File: config.mk
export PLATFORM = sky130hd
export DESIGN_NAME = mac_unit_param
export DESIGN_NICKNAME = d
export VERILOG_FILES = /design/src/rtl/mac_pkg.sv /design/src/rtl/mac_sat_add.sv /design/src/rtl/mac_unit_param.sv
export SDC_FILE = /design/constraint.sdc
export NUM_CORES = 1
export LEC_CHECK = 0
export ABC_AREA = 1
export BUFFER_PORTS_ARGS = -buffer_cell sky130_fd_sc_hd__buf_4
export CORE_MARGIN = 3
export CORE_UTILIZATION = 35
export CTS_BUF_LIST = sky130_fd_sc_hd__clkbuf_16
export CTS_CLUSTER_DIAMETER = 100
export DETAILED_ROUTE_END_ITERATION = 6
export HOLD_SLACK_MARGIN = 0.05
export PLACE_DENSITY = 0.64
export SYNTH_ARGS = -nofsm -noshare
export SYNTH_HDL_FRONTEND = slang
export SYNTH_SLANG_ARGS = --single-unit
File: constraint.sdc
create_clock -name CLK -period 9.76 [get_ports CLK]
set_clock_uncertainty 0.05 [all_clocks]
set_input_delay 0.488 -clock CLK [delete_from_list [all_inputs] [get_ports CLK]]
set_output_delay 0.488 -clock CLK [all_outputs]
set_load 0.1 [all_outputs]
File: src/rtl/mac_pkg.sv
// Shared definitions for the multiply-accumulate datapath.
// Opcode encoding carried from the operand source into the MAC pipeline.
package mac_pkg;

    typedef enum logic [1:0] {
        OP_NOP  = 2'b00,
        OP_ACC  = 2'b01,
        OP_CLR  = 2'b10,
        OP_LOAD = 2'b11
    } op_e;

endpackage

File: src/rtl/mac_sat_add.sv
// Combinational AW-bit adder with overflow detection and optional clamping.
// Works for two's complement or unsigned operands; reusable by any accumulator.
module mac_sat_add #(
    parameter int AW     = 24,
    parameter bit SIGNED = 0,
    parameter bit SAT    = 1
) (
    input  logic [AW-1:0] i_a,
    input  logic [AW-1:0] i_b,
    output logic [AW-1:0] o_sum,
    output logic          o_ovf
);

    logic [AW:0]   w_full;
    logic [AW-1:0] w_raw;

    // Clamp value chosen by the direction of the overflow (sign of the operands).
    function automatic logic [AW-1:0] sat_limit(input logic neg);
        if (!SIGNED)
            return '1;
        return neg ? {1'b1, {(AW-1){1'b0}}} : {1'b0, {(AW-1){1'b1}}};
    endfunction

    assign w_full = {1'b0, i_a} + {1'b0, i_b};
    assign w_raw  = w_full[AW-1:0];

    always_comb begin
        o_ovf = 1'b0;
        if (SIGNED)
            o_ovf = (i_a[AW-1] == i_b[AW-1]) && (w_raw[AW-1] != i_a[AW-1]);
        else
            o_ovf = w_full[AW];
        o_sum = (SAT && o_ovf) ? sat_limit(i_a[AW-1]) : w_raw;
    end

endmodule

File: src/rtl/mac_unit_param.sv
// Two-stage pipelined multiply-accumulate unit with valid/ready handshakes.
// Stage 1 forms the product; stage 2 owns the accumulator, so back-to-back ACC has no hazard.
module mac_unit_param
    import mac_pkg::*;
#(
    parameter int DW     = 8,
    parameter int AW     = 24,
    parameter bit SIGNED = 0,
    parameter bit SAT    = 1
) (
    input  logic          CLK,
    input  logic          S,
    input  logic [1:0]    I,
    input  logic [DW-1:0] A,
    input  logic [DW-1:0] B,
    input  logic          IN_VALID,
    output logic          IN_READY,
    output logic [AW-1:0] Y,
    output logic          OUT_VALID,
    input  logic          OUT_READY,
    output logic          OVF
);

    logic            w_en1;
    logic            w_en2;
    logic [2*DW-1:0] w_prod;
    logic [AW-1:0]   w_prod_ext;
    logic [AW-1:0]   w_sum;
    logic            w_add_ovf;

    logic            r_vld_p1;
    op_e             r_op_p1;
    logic [2*DW-1:0] r_prod_p1;

    logic [AW-1:0]   r_acc_p2;
    logic            r_ovf_p2;
    logic            r_vld_p2;

    // Low 2*DW bits of a 2*DW x 2*DW product are correct for both signednesses.
    function automatic logic [2*DW-1:0] ext_op(input logic [DW-1:0] v);
        return {{DW{SIGNED && v[DW-1]}}, v};
    endfunction

    function automatic logic [AW-1:0] ext_prod(input logic [2*DW-1:0] p);
        logic [AW-1:0] r;
        r            = {AW{SIGNED && p[2*DW-1]}};
        r[2*DW-1:0]  = p;
        return r;
    endfunction

    assign w_en2    = !r_vld_p2 || OUT_READY;
    assign w_en1    = !r_vld_p1 || w_en2;
    assign IN_READY = w_en1;
    assign w_prod   = ext_op(A) * ext_op(B);

    // ---- stage 1: op and product capture ----
    always_ff @(posedge CLK) begin
        if (!S)
            r_vld_p1 <= 1'b0;
        else if (w_en1)
            r_vld_p1 <= IN_VALID;
    end

    always_ff @(posedge CLK) begin
        if (w_en1 && IN_VALID) begin
            r_op_p1   <= op_e'(I);
            r_prod_p1 <= w_prod;
        end
    end

    assign w_prod_ext = ext_prod(r_prod_p1);

    mac_sat_add #(
        .AW     (AW),
        .SIGNED (SIGNED),
        .SAT    (SAT)
    ) u_add (
        .i_a   (r_acc_p2),
        .i_b   (w_prod_ext),
        .o_sum (w_sum),
        .o_ovf (w_add_ovf)
    );

    // ---- stage 2: accumulator, sticky overflow and output valid ----
    always_ff @(posedge CLK) begin
        if (!S) begin
            r_acc_p2 <= '0;
            r_ovf_p2 <= 1'b0;
            r_vld_p2 <= 1'b0;
        end else if (w_en2) begin
            r_vld_p2 <= r_vld_p1;
            if (r_vld_p1) begin
                case (r_op_p1)
                    OP_ACC: begin
                        r_acc_p2 <= w_sum;
                        if (w_add_ovf)
                            r_ovf_p2 <= 1'b1;
                    end
                    OP_CLR: begin
                        r_acc_p2 <= '0;
                        r_ovf_p2 <= 1'b0;
                    end
                    OP_LOAD: begin
                        r_acc_p2 <= w_prod_ext;
                        r_ovf_p2 <= 1'b0;
                    end
                    default: ;
                endcase
            end
        end
    end

    assign Y         = r_acc_p2;
    assign OUT_VALID = r_vld_p2;
    assign OVF       = r_ovf_p2;

endmodule

Yosys cells after proc, flatten, opt, wreduce, memory -nomap -nowiden
Index checks and enable logic that the tools add are counted.
{ "word_totals": {"n_memories": 0, "romBits": 0, "output_inout_bits": 27, "latch_bits": 0, "ff_bits": 45, "mem_bits_rw": 0} }
{ "op_classes": {"n_eq_ne": 4, "n_addsub": 1, "shift": 0, "n_mux": 4, "n_div": 0, "bitwise_logic": 0, "order_cmp": 0, "reduce_logical": 10, "n_mul": 1} }
{ "op_table": {"columns": ["cell", "count"], "rows": [
  ["$pmux W24 S3", 1],
  ["$add A24 B16 Y25", 1],
  ["$mux W24", 1],
  ["$mul A8 B8 Y16", 1],
  ["$eq A2 B2 Y1 const B", 2],
  ["$reduce_and A4 Y1", 1],
  ["$reduce_and A3 Y1", 1],
  ["$reduce_bool A3 Y1", 1],
  ["$eq A2 B1 Y1 const B", 1],
  ["$logic_not A1 Y1", 2],
  ["$logic_or A1 B1 Y1", 2],
  ["$ne A2 B1 Y1 const B", 1],
  ["$pmux W1 S2", 1],
  ["$reduce_bool A2 Y1", 1],
  ["$reduce_or A2 Y1", 1],
  ["$logic_and A1 B1 Y1", 1],
  ["$mux W1", 1]
]} }

Logic depth before layout (Yosys ltp)
{ "depth": {"ltp_word": 4, "mapped_depth": 19, "mapped_depth_nobuf": 18} }

By module
Synthesis repeated with hierarchy kept, for this count alone.
{ "hier_totals": {"hier_cells": 962, "hier_area_um2": 6075.8} }
{ "modules_own_cells": {"columns": ["module", "cells_each", "instances", "area_per_inst_um2", "seq_area_each_um2"], "rows": [
  ["mac_unit_param", 565, 1, 4164.0, 1081.0],
  ["mac_sat_add", 397, 1, 1911.8, 0.0]
]} }

Worst setup path before layout
OpenSTA, ideal clock, no wires.
{ "synth_timing": {"kind": "in2reg", "startpoint": "input port B[7]", "endpoint": "register r_prod_p1[12], data pin", "path_buffers": 1, "setup_ns": 0.262, "arrival_time_ns": 4.038, "cell_stages": 16, "slack_ns": 5.410, "path_cell_list": "clkbuf_1 > nand2_1 > fa_1 > fa_1 > inv_1 > fa_1 > inv_1 > fa_1 > inv_1 > ha_1 > nand2_1 > inv_1 > a21oi_1 > o21ai_0 > a21oi_1 > xor2_1"} }
{ "synth_between": {"elab_chain_cells": 1} }
{ "synth_rtl": {"columns": ["item", "line_no", "source"], "rows": [
  ["start: declaration", "mac_unit_param.sv:15", "input logic [DW-1:0] B,"],
  ["$mul A8 B8 Y16", "mac_unit_param.sv:54", "assign w_prod = ext_op(A) * ext_op(B);"],
  ["named net w_prod[12]", "mac_unit_param.sv:26", "logic [2*DW-1:0] w_prod;"],
  ["end signal: assignment", "mac_unit_param.sv:67", "r_prod_p1 <= w_prod;"],
  ["end: declaration", "mac_unit_param.sv:33", "logic [2*DW-1:0] r_prod_p1;"]
]} }
The timed path passes the listed nets, and every way through them passes these cells.
A chain may end at the register's enable or synchronous reset.

Final worst setup path
Ends and elaborated chain as after synthesis.

==> reports/qor.yml <==
layout:
  fin_nets: 925
  stdcell_area_sq_um: 6000
  layout-drive-gt1-share_pct: 10.4
  num_antenna_cells: 0
  area_growth_pct: 12.2
setup_path:
  crit_arrival_ns: 4.08
  cpPeakStageDelay_ns: 0.54
  worst_setup_path_start_kind: "input pin"
  crit_required_ns: 9.75
  critPathCaptureType: "flop"
  path_cells: "buf_4 > nand2_1 > fa_1 > fa_1 > inv_1 > fa_1 > inv_1 > fa_1 > inv_1 > ha_1 > nand2_1 > inv_1 > a21oi_1 > o21ai_0 > a21oi_1 > xor2_1"
  crit_type: "input pin to flop"
  cp_max_fo: 8
  startpoint: "B[7]"
  cpMaxStageDelayCell: "fa_1"
  rr_startpoint: "r_prod_p1[0]$_DFFE_PP_"
logic_synthesis:
  synth_area_leader_cell: "nand2_1"
  synth_cell_types: 36
  synthMuxAreaShare_pct: 0
  synth-warning-count: 0
  syn_nets: 892
  synth_compound_gate_area_share_pct: 9.33
  synth.avg_cell_area_sq_um: 6.85
  synth_top_area_share_pct: 16.1
  syn_area_sq_um: 5350
  synthAdderAreaFrac_pct: 26.0
  synth_top_family_by_area: "simple AND/OR/NAND/NOR gates"
  ys_top_cells_by_area: "nand2_1 (16%), fa_1 (14%), ha_1 (12%)"
  netlist_instances: 781
  yosys.area_share.simple_pct: 26.7
  synth-seq-cells: 45
  synth_xor_area_share_pct: 3.60
  yosysSeqAreaShare_pct: 20.2
timing:
  rsz0062_at_grt: "no"
  setup_viol: 0
  tns_ns: 0
  finalHoldViolCount: 0
  worst-slew-pin-transition_ns: 0.640
  maxSlewViolCount: 0
  clock.fmax_ghz: 0.245
  finalCriticalPeriod_ns: 4.09
  max-slew-margin-rel_pct: 57.3
  min_period_over_period_pct: 41.9
  fin_hold_ws_ns: 0.319
place:
  dpl_cell_area_sq_um: 5850
  io_buffers: 48
  dp_hpwl_mm: 10.1
  place.gp.congestion: 0.906
min_path:
  hold_class: "input pin to flop"
  hp-start: "I[1]"
pwr:
  p_sw_share_pct: 47.4
  switching_power_uw: 520
  power.density_nw_per_um2: 183
  total_power_uw: 1100
  combPwrFrac_pct: 58.7
  power_frac_seq_pct: 24.8
  clkPwrFrac_pct: 16.5
  p_int_uw: 576
  leakage_uw: 0.00344
  ir_worst_vdd_v: 0.0000768
global_route:
  grt_max_degree: 24
  track_usage_pct: 15.4
  grt_pass1_vias: 4633
  grt_overflow: 0
  grt_pass1_wl_mm: 21.3
  antenna_found_initial: 0
clock_tree:
  clk_path_buf_depth: 2
  cts_resized: 0
  path_clk_slew_ns: 0.07
  numCtsBuffers: 5
  holdBufCountCts: 0
  cts_root_buf: "clkbuf_16"
  postCtsSetupRepairBufs: 0
  htree_levels: 2
  clk_latency_ns: 0.30
  clock-sinks: 45
  tritoncts: "done"
routing:
  via_count: 4694
  via_per_inst: 4.70
  routedWlPerCell_microns: 12.2
  drc: 0
  drt-total-wl_mm: 12.1
  first_pass_iters: 5
  drt_iter0_drc: 268
  final_antenna_net_count: 0
floorplanning:
  fp.dieH_microns: 130
  die_w_microns: 130
  io_pins: 49
  dieArea_sq_um: 16800
  start_util_pct: 36.3
  rows: 44
  coreArea_sq_um: 14800
status:
  status: "complete, no violations"
run:
  max-cap-violations: 0
-- final timing paths --
path         slack, ns                 endpoint  depth (start not counted)
min               0.32     r_op_p1[1]$_DFFE_PP_                          1
max               5.67  r_prod_p1[12]$_DFFE_PP_                         16
min reg2reg       0.41         OVF$_SDFFE_PN0P_                          2
max reg2reg       7.39        Y[9]$_SDFFE_PN0P_                         10
-- worst max-delay path: cells and delay by family --
family	cells	cell delay, ns
adders and majority gates	5	2.44
AOI/OAI and AO/OA	3	0.49
buffers and inverters	5	0.32
and+or+nand+nor	2	0.17
xor gates and xnor gates	1	0.15
-- cells in the mapped netlist --
cell,count
a211oi_1,1
a21o_1,1
a21oi_1,53
a21oi_2,4
a31oi_1,1
buf_1,1
buf_2,4
buf_4,1
buf_6,1
clkbuf_1,16
clkbuf_2,1
clkinv_1,3
dfxtp_1,27
edfxtp_1,18
fa_1,37
ha_1,52
inv_1,167
inv_2,3
nand2_1,230
nand2_2,5
nand2_4,2
nand3_1,33
nand3_2,8
nand3b_1,1
nand4_1,8
nand4_2,1
nor2_1,37
nor2_2,3
nor3_1,3
nor3_4,1
o21ai_0,20
o21ai_1,14
o21bai_1,1
or2_1,1
xnor2_1,5
xor2_1,17
-- flip-flops by register name, summed over array words and instances, names as in the netlist --
name and count:
Y 24, r_op_p1 2, OUT_VALID 1, OVF 1, r_prod_p1 16, r_vld_p1 1
-- layout make-up --
type                    instances  area [sq um]
fillers                      1602          8750
multi-input cells             539          3510
flip-flops and latches         45          1080
inverters                     173           649
repair buffers                 50           375
well taps                     184           230
clock buffers                   5           125
clock inverters                 3          28.8
-- metal layers --
| metal | track usage [%] | part of all wire (%) | vias to the layer above |
|---|---|---|---|
| li1 | - | - | 2462 |
| met1 | 19.8 | 47 | 2124 |
| met2 | 26.7 | 47 | 88 |
| met3 | 2.02 | 3.5 | 20 |
| met4 | 4.95 | 2.7 | 0 |
| met5 | 0 | 0 | - |
-- through the flow --
step / utilization, % / worst slack, ns / instances
floorplan: - / 5.41 / 781
global placement: 39.6 / 5.41 / 991
detailed placement: 39.6 / 5.35 / 991
CTS: 40.7 / 5.68 / 999
global route: 40.7 / 5.46 / 999
finish: 40.7 / 5.67 / 999
-- power groups by stage --
| stage | sequential, uW | combinational, uW | clock (uW) |
|---|---|---|---|
| 6_report | 272 | 643 | 181 |
| 5_1_grt | 275 | 742 | 193 |
| 4_1_cts | 271 | 647 | 186 |
| 3_5_place_dp | 276 | 643 | 0 |
| 3_3_place_gp | 276 | 638 | 0 |
| 2_1_floorplan | 317 | 468 | 0 |
-- cells by family after synthesis --
| family | Yosys count |
|---|---|
| xor gates and xnor gates | 22 |
| AOI/OAI and AO/OA | 95 |
| buffers and inverters | 197 |
| and+or+nand+nor | 333 |
| adders and majority gates | 89 |
| DFF | 45 |
-- cell usage in the layout (no fill, tap or decap), types with 2 or more instances in the layout --
| cell | netlist | final |
|---|---|---|
| nand2_1 | 230 | 230 |
| inv_1 | 167 | 167 |
| a21oi_1 | 53 | 53 |
| ha_1 | 52 | 52 |
| buf_4 | 1 | 50 |
| nor2_1 | 37 | 37 |
| fa_1 | 37 | 37 |
| nand3_1 | 33 | 33 |
| dfxtp_1 | 27 | 27 |
| o21ai_0 | 20 | 20 |
| edfxtp_1 | 18 | 18 |
| xor2_1 | 17 | 17 |
| o21ai_1 | 14 | 14 |
| nand4_1 | 8 | 8 |
| nand3_2 | 8 | 8 |
| xnor2_1 | 5 | 5 |
| nand2_2 | 5 | 5 |
| clkbuf_16 | 0 | 5 |
| a21oi_2 | 4 | 4 |
| inv_2 | 3 | 3 |
| clkinv_1 | 3 | 3 |
| nor2_2 | 3 | 3 |
| nor3_1 | 3 | 3 |
| nand2_4 | 2 | 2 |
| inv_6 | 0 | 2 |
(Power assumes the default switching activity.)
